**src/rtl/arb_pkg.sv**
```systemverilog
`default_nettype none
// ============================================================================
// Module      : arb_pkg
// Description : Shared types for the arbiter request queue front end.
// Revision    : 1.0 - initial release
// ============================================================================
package arb_pkg;

    // Numbering matches the arbiter's A/B/C state encoding.
    typedef enum logic [1:0] {
        SRC_NONE = 2'd0,
        SRC_A    = 2'd1,
        SRC_B    = 2'd2,
        SRC_C    = 2'd3
    } src_e;

    localparam int NUM_CH = 3;

endpackage
`default_nettype wire

```
**src/rtl/arb_req_queue_if.sv**
```systemverilog
`default_nettype none
// ============================================================================
// Module      : arb_req_queue_if
// Description : Push channels, arbiter request/grant lines and popped-word bus.
// Revision    : 1.0 - initial release
// ============================================================================
interface arb_req_queue_if #(
    parameter int DW = 8
);
    import arb_pkg::*;

    logic          a_valid;
    logic [DW-1:0] a_data;
    logic          a_ready;
    logic          b_valid;
    logic [DW-1:0] b_data;
    logic          b_ready;
    logic          c_valid;
    logic [DW-1:0] c_data;
    logic          c_ready;

    logic          a_req;
    logic          b_req;
    logic          c_req;
    logic          a_gnt;
    logic          b_gnt;
    logic          c_gnt;

    logic          out_valid;
    logic [DW-1:0] out_data;
    src_e          out_src;
    logic          gnt_err;

    modport master (
        output a_valid, a_data, b_valid, b_data, c_valid, c_data,
        output a_gnt, b_gnt, c_gnt,
        input  a_ready, b_ready, c_ready, a_req, b_req, c_req,
        input  out_valid, out_data, out_src, gnt_err
    );

    modport slave (
        input  a_valid, a_data, b_valid, b_data, c_valid, c_data,
        input  a_gnt, b_gnt, c_gnt,
        output a_ready, b_ready, c_ready, a_req, b_req, c_req,
        output out_valid, out_data, out_src, gnt_err
    );

endinterface
`default_nettype wire

```
**src/rtl/arb_req_fifo.sv**
```systemverilog
`default_nettype none
// ============================================================================
// Module      : arb_req_fifo
// Description : Per-channel job FIFO, registered storage, combinational head.
// Revision    : 1.0 - initial release
// ============================================================================
module arb_req_fifo #(
    parameter int DW    = 8,
    parameter int DEPTH = 4
) (
    input  wire           clk,
    input  wire           rst,
    input  wire           i_push,
    input  wire  [DW-1:0] i_push_data,
    input  wire           i_pop,
    output logic [DW-1:0] o_head,
    output logic          o_full,
    output logic          o_empty
);

    localparam int c_PTR_W = (DEPTH > 1) ? $clog2(DEPTH) : 1;
    localparam int c_CNT_W = $clog2(DEPTH + 1);
    localparam logic [c_PTR_W-1:0] c_PTR_LAST = c_PTR_W'(DEPTH - 1);
    localparam logic [c_CNT_W-1:0] c_CNT_FULL = c_CNT_W'(DEPTH);

    logic [DW-1:0]      r_mem [DEPTH];
    logic [c_PTR_W-1:0] r_wr_ptr;
    logic [c_PTR_W-1:0] r_rd_ptr;
    logic [c_CNT_W-1:0] r_count;
    logic               w_do_push;
    logic               w_do_pop;

    assign o_full    = (r_count == c_CNT_FULL);
    assign o_empty   = (r_count == '0);
    assign o_head    = r_mem[r_rd_ptr];
    assign w_do_push = i_push & ~o_full;
    assign w_do_pop  = i_pop & ~o_empty;

    // Storage is not reset: the count alone decides which entries are live.
    always_ff @(posedge clk) begin
        if (w_do_push) begin
            r_mem[r_wr_ptr] <= i_push_data;
        end
    end

    always_ff @(posedge clk) begin
        if (rst) begin
            r_wr_ptr <= '0;
            r_rd_ptr <= '0;
            r_count  <= '0;
        end else begin
            if (w_do_push) begin
                r_wr_ptr <= (r_wr_ptr == c_PTR_LAST) ? '0 : r_wr_ptr + c_PTR_W'(1);
            end
            if (w_do_pop) begin
                r_rd_ptr <= (r_rd_ptr == c_PTR_LAST) ? '0 : r_rd_ptr + c_PTR_W'(1);
            end
            case ({w_do_push, w_do_pop})
                2'b10:   r_count <= r_count + c_CNT_W'(1);
                2'b01:   r_count <= r_count - c_CNT_W'(1);
                default: r_count <= r_count;
            endcase
        end
    end

endmodule
`default_nettype wire

```
**src/rtl/arb_req_queue.sv**
```systemverilog
`default_nettype none
// ============================================================================
// Module      : arb_req_queue
// Description : Request-side front end for the 3-way priority arbiter.
// Revision    : 1.0 - initial release
// ============================================================================
module arb_req_queue
    import arb_pkg::*;
#(
    parameter int DW    = 8,
    parameter int DEPTH = 4
) (
    input  wire             clk,
    input  wire             rst,
    arb_req_queue_if.slave  bus
);

    logic [NUM_CH-1:0] w_valid;
    logic [NUM_CH-1:0] w_ready;
    logic [NUM_CH-1:0] w_req;
    logic [NUM_CH-1:0] w_gnt;
    logic [NUM_CH-1:0] w_eg;
    logic [NUM_CH-1:0] w_full;
    logic [NUM_CH-1:0] w_empty;
    logic [NUM_CH-1:0] w_push;
    logic [NUM_CH-1:0] w_pop;
    logic [DW-1:0]     w_push_data [NUM_CH];
    logic [DW-1:0]     w_head      [NUM_CH];
    logic [DW-1:0]     w_pop_data;
    src_e              w_src;
    logic              w_multi;
    logic              w_err;

    logic              r_out_valid;
    logic [DW-1:0]     r_out_data;
    src_e              r_out_src;
    logic              r_gnt_err;

    assign w_valid        = {bus.c_valid, bus.b_valid, bus.a_valid};
    assign w_gnt          = {bus.c_gnt, bus.b_gnt, bus.a_gnt};
    assign w_push_data[0] = bus.a_data;
    assign w_push_data[1] = bus.b_data;
    assign w_push_data[2] = bus.c_data;

    assign w_ready = ~w_full;
    assign w_req   = ~w_empty;
    assign w_push  = w_valid & w_ready;
    assign w_eg    = w_gnt & w_req;

    assign bus.a_ready = w_ready[0];
    assign bus.b_ready = w_ready[1];
    assign bus.c_ready = w_ready[2];
    assign bus.a_req   = w_req[0];
    assign bus.b_req   = w_req[1];
    assign bus.c_req   = w_req[2];

    for (genvar gi = 0; gi < NUM_CH; gi++) begin : g_fifo
        arb_req_fifo #(
            .DW    (DW),
            .DEPTH (DEPTH)
        ) u_fifo (
            .clk         (clk),
            .rst         (rst),
            .i_push      (w_push[gi]),
            .i_push_data (w_push_data[gi]),
            .i_pop       (w_pop[gi]),
            .o_head      (w_head[gi]),
            .o_full      (w_full[gi]),
            .o_empty     (w_empty[gi])
        );
    end

    // Fixed A > B > C resolution; a well-behaved arbiter never grants two at once.
    always_comb begin
        w_pop      = '0;
        w_src      = SRC_NONE;
        w_pop_data = '0;
        if (w_eg[0]) begin
            w_pop      = 3'b001;
            w_src      = SRC_A;
            w_pop_data = w_head[0];
        end else if (w_eg[1]) begin
            w_pop      = 3'b010;
            w_src      = SRC_B;
            w_pop_data = w_head[1];
        end else if (w_eg[2]) begin
            w_pop      = 3'b100;
            w_src      = SRC_C;
            w_pop_data = w_head[2];
        end
    end

    assign w_multi = (w_eg[0] & w_eg[1]) | (w_eg[0] & w_eg[2]) | (w_eg[1] & w_eg[2]);
    assign w_err   = (|(w_gnt & ~w_req)) | w_multi;

    always_ff @(posedge clk) begin
        if (rst) begin
            r_out_valid <= 1'b0;
            r_out_data  <= '0;
            r_out_src   <= SRC_NONE;
            r_gnt_err   <= 1'b0;
        end else begin
            r_out_valid <= |w_eg;
            r_out_src   <= w_src;
            if (|w_eg) begin
                r_out_data <= w_pop_data;
            end
            if (w_err) begin
                r_gnt_err <= 1'b1;
            end
        end
    end

    assign bus.out_valid = r_out_valid;
    assign bus.out_data  = r_out_data;
    assign bus.out_src   = r_out_src;
    assign bus.gnt_err   = r_gnt_err;

endmodule
`default_nettype wire

```
**src/flat_wrapper.sv**
```systemverilog
// flat-port wrapper written by rule: the top's interface ports become plain ports
module arb_req_queue_flat import arb_pkg::*;
#(
    parameter int DW    = 8,
    parameter int DEPTH = 4
)
  (clk, rst, bus_a_valid, bus_a_data, bus_b_valid, bus_b_data, bus_c_valid, bus_c_data, bus_a_gnt, bus_b_gnt, bus_c_gnt, bus_a_ready, bus_b_ready, bus_c_ready, bus_a_req, bus_b_req, bus_c_req, bus_out_valid, bus_out_data, bus_out_src, bus_gnt_err);
  arb_req_queue_if #(.DW(DW)) bus_i ();
  input  wire clk;
  input  wire rst;
  input wire logic [$bits(bus_i.a_valid)-1:0] bus_a_valid;
  input wire logic [$bits(bus_i.a_data)-1:0] bus_a_data;
  input wire logic [$bits(bus_i.b_valid)-1:0] bus_b_valid;
  input wire logic [$bits(bus_i.b_data)-1:0] bus_b_data;
  input wire logic [$bits(bus_i.c_valid)-1:0] bus_c_valid;
  input wire logic [$bits(bus_i.c_data)-1:0] bus_c_data;
  input wire logic [$bits(bus_i.a_gnt)-1:0] bus_a_gnt;
  input wire logic [$bits(bus_i.b_gnt)-1:0] bus_b_gnt;
  input wire logic [$bits(bus_i.c_gnt)-1:0] bus_c_gnt;
  output wire logic [$bits(bus_i.a_ready)-1:0] bus_a_ready;
  output wire logic [$bits(bus_i.b_ready)-1:0] bus_b_ready;
  output wire logic [$bits(bus_i.c_ready)-1:0] bus_c_ready;
  output wire logic [$bits(bus_i.a_req)-1:0] bus_a_req;
  output wire logic [$bits(bus_i.b_req)-1:0] bus_b_req;
  output wire logic [$bits(bus_i.c_req)-1:0] bus_c_req;
  output wire logic [$bits(bus_i.out_valid)-1:0] bus_out_valid;
  output wire logic [$bits(bus_i.out_data)-1:0] bus_out_data;
  output wire logic [$bits(bus_i.out_src)-1:0] bus_out_src;
  output wire logic [$bits(bus_i.gnt_err)-1:0] bus_gnt_err;
  assign bus_i.a_valid = bus_a_valid;
  assign bus_i.a_data = bus_a_data;
  assign bus_i.b_valid = bus_b_valid;
  assign bus_i.b_data = bus_b_data;
  assign bus_i.c_valid = bus_c_valid;
  assign bus_i.c_data = bus_c_data;
  assign bus_i.a_gnt = bus_a_gnt;
  assign bus_i.b_gnt = bus_b_gnt;
  assign bus_i.c_gnt = bus_c_gnt;
  assign bus_a_ready = bus_i.a_ready;
  assign bus_b_ready = bus_i.b_ready;
  assign bus_c_ready = bus_i.c_ready;
  assign bus_a_req = bus_i.a_req;
  assign bus_b_req = bus_i.b_req;
  assign bus_c_req = bus_i.c_req;
  assign bus_out_valid = bus_i.out_valid;
  assign bus_out_data = bus_i.out_data;
  assign bus_out_src = bus_i.out_src;
  assign bus_gnt_err = bus_i.gnt_err;
  arb_req_queue #(.DW(DW), .DEPTH(DEPTH)) u_core (.clk(clk), .rst(rst), .bus(bus_i));
endmodule
```
**config.mk**
```make
export PLATFORM = sky130hd
export DESIGN_NAME = arb_req_queue_flat
export DESIGN_NICKNAME = d
export VERILOG_FILES = /design/src/rtl/arb_pkg.sv /design/src/rtl/arb_req_queue_if.sv /design/src/rtl/arb_req_fifo.sv /design/src/rtl/arb_req_queue.sv /design/src/flat_wrapper.sv
export SDC_FILE = /design/constraint.sdc
export NUM_CORES = 1
export LEC_CHECK = 0
export ABC_AREA = 1
export BUFFER_PORTS_ARGS = -buffer_cell sky130_fd_sc_hd__buf_2
export CELL_PAD_IN_SITES_DETAIL_PLACEMENT = 0
export CELL_PAD_IN_SITES_GLOBAL_PLACEMENT = 1
export CORE_ASPECT_RATIO = 1.2
export CORE_MARGIN = 4
export CORE_UTILIZATION = 47
export DETAILED_ROUTE_END_ITERATION = 10
export GPL_TIMING_DRIVEN = 0
export PLACE_DENSITY_LB_ADDON = 0.1
export SLEW_MARGIN = 20
export SYNTH_ARGS = -nofsm -noshare
export SYNTH_HDL_FRONTEND = slang
export SYNTH_SLANG_ARGS = --single-unit
```
**constraint.sdc**
```tcl
create_clock -name clk -period 2.4 [get_ports clk]
set_input_delay 0.36 -clock clk [delete_from_list [all_inputs] [get_ports clk]]
set_output_delay 0.36 -clock clk [all_outputs]
set_load 0.01 [all_outputs]
```
---- After elaboration in Yosys (flattened, before gate mapping) ----
Memory sizes are Yosys's and may differ from the RTL's. A register that Yosys moved wholly into a read port is not among the register bits.
Index checks and enable logic that the tools add are counted.
word-level totals
  flip-flop bits (word level) ............. 33
  latch bits .............................. 0
  memory bits (writable) .................. 96
  memory bits (read-only) ................. 0
  output and inout bits ................... 18
  logic and storage cells ................. 107
  memories kept ........................... 3
memory list
  memory                         words  width  rd ports  clocked after Yosys merged registers in  write ports  line                RTL
  u_core.g_fifo[0].u_fifo.r_mem  4      8      1         1                                        1            arb_req_fifo.sv:26  logic [DW-1:0] r_mem [DEPTH];
  u_core.g_fifo[1].u_fifo.r_mem  4      8      1         1                                        1            arb_req_fifo.sv:26
  u_core.g_fifo[2].u_fifo.r_mem  4      8      1         1                                        1            arb_req_fifo.sv:26
cells by class
  add/subtract/negate cells ............... 12
  multiply operators ...................... 0
  div/mod/pow operators ................... 0
  magnitude comparators ................... 0
  equal/unequal tests ..................... 15
  shift-type cells ........................ 0
  mux-type cells .......................... 30
  bitwise gates (word level) .............. 24
  reduce and logical (&&, ||, !) cells .... 9
operators by type and width
  kind                                              count
  2-to-1 mux 2 bit                                  14
  2-to-1 mux 8 bit                                  3
  == test 2 bit, second input constant              9
  case mux 3 bit (2 select lines)                   3
  adder 2 x 1 -> 2 bit, second input constant       6
  adder 3 x 1 -> 3 bit, second input constant       3
  bitwise AND 1 bit                                 9
  bitwise AND 3 bit                                 3
  == test 3 bit, second input constant              3
  zero test 3 bit                                   3
  2-to-1 mux 3 bit                                  3
  inverter 3 bit                                    3
  subtractor 3 x 1 -> 3 bit, second input constant  3
  2-to-1 mux 1 bit                                  7
  == test 2 x 1 -> 1 bit, second input constant     3
  inverter 1 bit                                    6
  nonzero test 2 bit                                3
  OR reduction 3 bit                                2
  bitwise OR 1 bit                                  3
  OR reduction 2 bit                                1

---- Logic depth before layout (Yosys ltp) ----
  depth after elaboration ................. 9
  depth in mapped cells ................... 13
  mapped depth without buffers ............ 13

---- Hierarchy ----
From an unflattened synthesis, not the netlist that was laid out.
unflattened totals
  cells, all modules ...................... 561
  area total of the unflattened synthesis .. 5913.2 um^2
modules (own cells, without submodules)
  module         instances  cells an instance  area an instance (um^2)  seq. area each (um^2)
  arb_req_fifo   3          147                1704.1                   1141.1
  arb_req_queue  1          120                800.8                    240.2

---- Least setup slack after synthesis ----
Ideal clock, no wire load.
  path type ............................... register -> register
  from .................................... register u_core.g_fifo[0].u_fifo.r_count[2]
  to ...................................... register u_core.g_fifo[0].u_fifo.r_count[2]
  library setup time ...................... 0.124 ns
  arrival time ............................ 1.836 ns
  setup slack ............................. 0.441 ns
  cell stages (with the launch flop) ...... 11
  path buffers ............................ 1
  period minus slack after synthesis ...... 1.959 ns
  path through ............................ dfxtp_1 > inv_1 > a21oi_4 > buf_4 > ha_1 > inv_1 > fa_1 > a21oi_1 > o21ai_0 > o21ai_0 > a21oi_1
between the ends
  longest elaborated chain between the ends .. 7
ends and longest elaborated chain
  item                                                                   line                 RTL
  start: declaration                                                     arb_req_fifo.sv:29   logic [c_CNT_W-1:0] r_count;
  start signal: assignment                                               arb_req_fifo.sv:59   2'b10: r_count <= r_count + c_CNT_W'(1);
  start signal: assignment                                               arb_req_fifo.sv:60   2'b01: r_count <= r_count - c_CNT_W'(1);
  start signal: assignment                                               arb_req_fifo.sv:61   default: r_count <= r_count;
  zero test 3 bit *                                                      arb_req_fifo.sv:34   assign o_empty = (r_count == '0);
  inverter 3 bit                                                         arb_req_queue.sv:46  assign w_req = ~w_empty;
  bitwise AND 3 bit                                                      arb_req_queue.sv:48  assign w_eg = w_gnt & w_req;
  2-to-1 mux 3 bit                                                       arb_req_queue.sv:78  if (w_eg[0]) begin
  bitwise AND 1 bit *                                                    arb_req_fifo.sv:37   assign w_do_pop = i_pop & ~o_empty;
  named net u_core.g_fifo[0].u_fifo.w_do_pop                             arb_req_fifo.sv:31   logic w_do_pop;
  == test 2 x 1 -> 1 bit or == test 2 bit (tied branches)                arb_req_fifo.sv:58   case ({w_do_push, w_do_pop})
  case mux 3 bit (2 select lines) or nonzero test 2 bit (tied branches)  -
The timed path passes the listed nets; every way through them passes the cells marked *.
A chain may end at the register's enable or synchronous reset.

---- Worst setup path after layout ----
  from .................................... register u_core.g_fifo[0].u_fifo.r_count[1]
  to ...................................... register u_core.g_fifo[0].u_fifo.r_count[2]
The elaborated chain is that of the path after synthesis.

==> results.json <==
{
  "ys_async_sr_fraction_pct": 0,
  "root_buffer": "clkbuf_16",
  "status": "completed",
  "antenna_found_initial": 0,
  "drive_gt1_share_pct": 19.3,
  "synthXorXnorAreaFrac_pct": 0,
  "rows": 44,
  "maxSlewHeadroom_pct": 42.5,
  "seqPwrFrac_pct": 38.3,
  "report.final.slew_viol_count": 0,
  "max_freq_ghz": 0.452,
  "syn_nets": 630,
  "synth_seq_cells": 135,
  "swShare_pct": 35.0,
  "grt_max_degree": 17,
  "slowest_delay_ns": 0.44,
  "cts.repair.resized": 0,
  "hold_depth": 1,
  "ff2ff_path_depth": 10,
  "die-area_um2": 14500,
  "fin_total_pwr_w": 0.00795,
  "end_kind": "flop",
  "cp_data_arrival_time_ns": 2.51,
  "cts_buffers": 17,
  "synth_cells": 577,
  "drtIter0Drc": 214,
  "fin_setup_tns_ns": 0,
  "cts_tree": "yes",
  "fp.dieW_um": 111,
  "ant_nets": 0,
  "die_h_um": 131,
  "yosys_warnings": 0,
  "synth-adder-area-share_pct": 4.80,
  "portBuffers": 49,
  "r2r-start": "u_core.g_fifo[0].u_fifo.r_count[1]",
  "synth_flop_cell": "edfxtp_1",
  "cap_violations": 0,
  "grt_pass1_wl_um": 19300,
  "vias": 3951,
  "grtUsageTotal_pct": 17.0,
  "synth_top_area_share_pct": 48.5,
  "cp_cell_sequence": "nor2_4 > a21oi_4 > buf_4 > ha_1 > inv_1 > fa_1 > a21oi_1 > o21ai_0 > o21ai_0 > a21oi_1",
  "min_period_ns": 2.21,
  "crit_type": "flop to flop",
  "fin_crit_sh_pct": 92.2,
  "hold_buffers": 0,
  "clock_skew_ns": 0.0129,
  "cts_max_level": 4,
  "synth_area_um2": 5940,
  "synthMuxAreaShare_pct": 0,
  "place.gp.congestion": 0.763,
  "start_util_pct": 48.6,
  "postCtsSetupBuffers": 0,
  "p_int_w": 0.00517,
  "final_nets": 698,
  "synth_top_family_by_area": "simple AND/OR/NAND/NOR gates",
  "holdCritPathClass": "input pin to flop",
  "antennaDiodeCount": 0,
  "ys_types": 34,
  "overflow": 0,
  "instances_no_fill": 819,
  "power.density_nw_per_um2": 1140,
  "cts.sinks": 135,
  "crit_required_ns": 2.70,
  "rr_endpoint": "u_core.g_fifo[0].u_fifo.r_count[2]",
  "clk_path_buf_depth": 2,
  "cp_slowest_cell": "fa_1",
  "post-place-cells": 787,
  "fin_area_um2": 6940,
  "synth_area_leaders": "edfxtp_1 49%, dfxtp_1 13%, nand2_1 7.6%",
  "finalHoldViolCount": 0,
  "min_to": "u_core.g_fifo[0].u_fifo.r_mem[1][6]",
  "setup_viol": 0,
  "core_area_um2": 12200,
  "firstDrtPassIters": 5,
  "yosysTopAreaCell": "edfxtp_1",
  "syn_avg_cell_area_um2": 10.3,
  "ios": 50,
  "worst_pin_slew_ns": 0.860,
  "area_delta_synth_final_pct": 16.9,
  "first_global_vias": 3843,
  "totalWireLength_um": 11900,
  "ir_drop_v": 0.000515,
  "synth_common_cells": "121 x nand2_1, 96 x edfxtp_1, 70 x inv_1, 63 x nor2_1, 47 x nand3_1",
  "hpwl_um": 8610,
  "fill_cells": 1102,
  "synthMostInstantiatedCell": "nand2_1",
  "start_kind": "flop",
  "timing.hold.ws_ns": 0.150,
  "ff2ff_setup_slack_ns": 0.19,
  "path_clk_slew_ns": 0.06,
  "drc": 0,
  "yosys.area_share.simple_pct": 19.9,
  "synth_edf_count": 96,
  "vias_per_cell": 4.82,
  "power.leakage_nw": 2.94,
  "critical_path.startpoint": "u_core.g_fifo[0].u_fifo.r_count[1]",
  "rsz0062_at_grt": "no",
  "dpl_cell_area_um2": 6390,
  "avgRoutedWirePerCell_um": 14.6,
  "switching_power_w": 0.00278,
  "insertion_delay_ns": 0.42,
  "combPwrFrac_pct": 31.4,
  "yosysSeqAreaShare_pct": 61.7,
  "cp_max_fo": 10,
  "worstHoldStart": "bus_a_data[6]",
  "synth_compound_area_share_pct": 6.78,
  "power_frac_clock_pct": 30.3
}
## metal layers
metal / share of wire, % / vias to the layer above / track usage [%]
li1: - / 2032 / -
met1: 44 / 1827 / 21.2
met2: 50 / 79 / 28.9
met3: 4.2 / 13 / 4.23
met4: 1.2 / 0 / 5.61
met5: 0 / - / 0
## worst max-delay path by stage
stage                                         end  slack [ns]  cells after the start
4_1_cts        u_core.g_fifo[0].u_fifo.r_count[2]        0.15                     10
2_1_floorplan  u_core.g_fifo[0].u_fifo.r_count[2]        0.44                     10
3_3_place_gp   u_core.g_fifo[0].u_fifo.r_count[2]        0.13                     11
6_report       u_core.g_fifo[0].u_fifo.r_count[2]        0.19                     10
5_1_grt        u_core.g_fifo[0].u_fifo.r_count[2]        0.02                     10
3_5_place_dp   u_core.g_fifo[0].u_fifo.r_count[2]        0.07                     11
## sequential cells by signal, indices dropped and copies added (netlist names), named ones only
signal,count
u_core.bus.gnt_err,1
u_core.g_fifo.u_fifo.r_count,9
u_core.bus.out_valid,1
u_core.g_fifo.u_fifo.r_wr_ptr,6
u_core.bus.out_src,2
u_core.bus.out_data,8
u_core.g_fifo.u_fifo.r_mem,96
u_core.g_fifo.u_fifo.r_rd_ptr,6
## layout make-up
cell class              count  area (µm²)  share of cell area (%)
clock buffers              18         429                    6.18
repair buffers             49         245                    3.53
well taps                 161         201                    2.90
multi-input cells         346        1870                    26.9
plain buffers              17         106                    1.53
clock inverters            14         128                    1.84
flip-flops and latches    135        3660                    52.8
inverters                  79         302                    4.34
## kinds of logic (layout without fill, tap and decap cells)
| logic type | after synthesis | after routing |
|---|---|---|
| buffers and inverters | 96 | 177 |
| AO/OA/AOI/OAI | 69 | 69 |
| adder cells (fa/ha/maj) | 21 | 21 |
| flip-flops | 135 | 135 |
| AND/OR/NAND/NOR | 256 | 256 |
## worst max-delay path: cells and delay by family, from the launching register on
| family | cells | cell delay, ns |
|---|---|---|
| compound gates | 5 | 0.71 |
| fa+ha+maj | 2 | 0.60 |
| flops | 1 | 0.40 |
| buf+inv | 2 | 0.31 |
| simple gates | 1 | 0.06 |
## stage by stage
stage	setup WS [ns]	util (%)
global route	0.0239	56.8
global placement	0.132	52.3
CTS	0.150	56.8
finish	0.187	56.8
floorplan	0.441	-
detailed placement	0.0739	52.3
## layout by cell type, fill, tap and decap left out, types with 4 or more instances in the layout
master	count
clkinv_2	4
inv_1	70
a21oi_1	20
buf_4	8
o21ai_1	12
edfxtp_1	96
nand2_1	121
clkbuf_1	4
o21ai_0	24
buf_2	53
ha_1	18
nand3_1	47
a211oi_1	4
inv_2	7
nor2_1	63
nand2_4	4
clkinv_4	4
dfxtp_1	39
nor2_4	4
clkbuf_16	17
nand2_2	6
## power by group through the flow
stage	clock network [W]	logic (W)	registers (W)
floorplan	0	0.00179	0.00309
global placement	0	0.00249	0.00308
global route	0.00256	0.00283	0.00308
CTS	0.00246	0.00254	0.00304
finish	0.00241	0.00250	0.00304
detailed placement	0	0.00252	0.00309
Note: power is estimated with default switching activity, not from simulation.
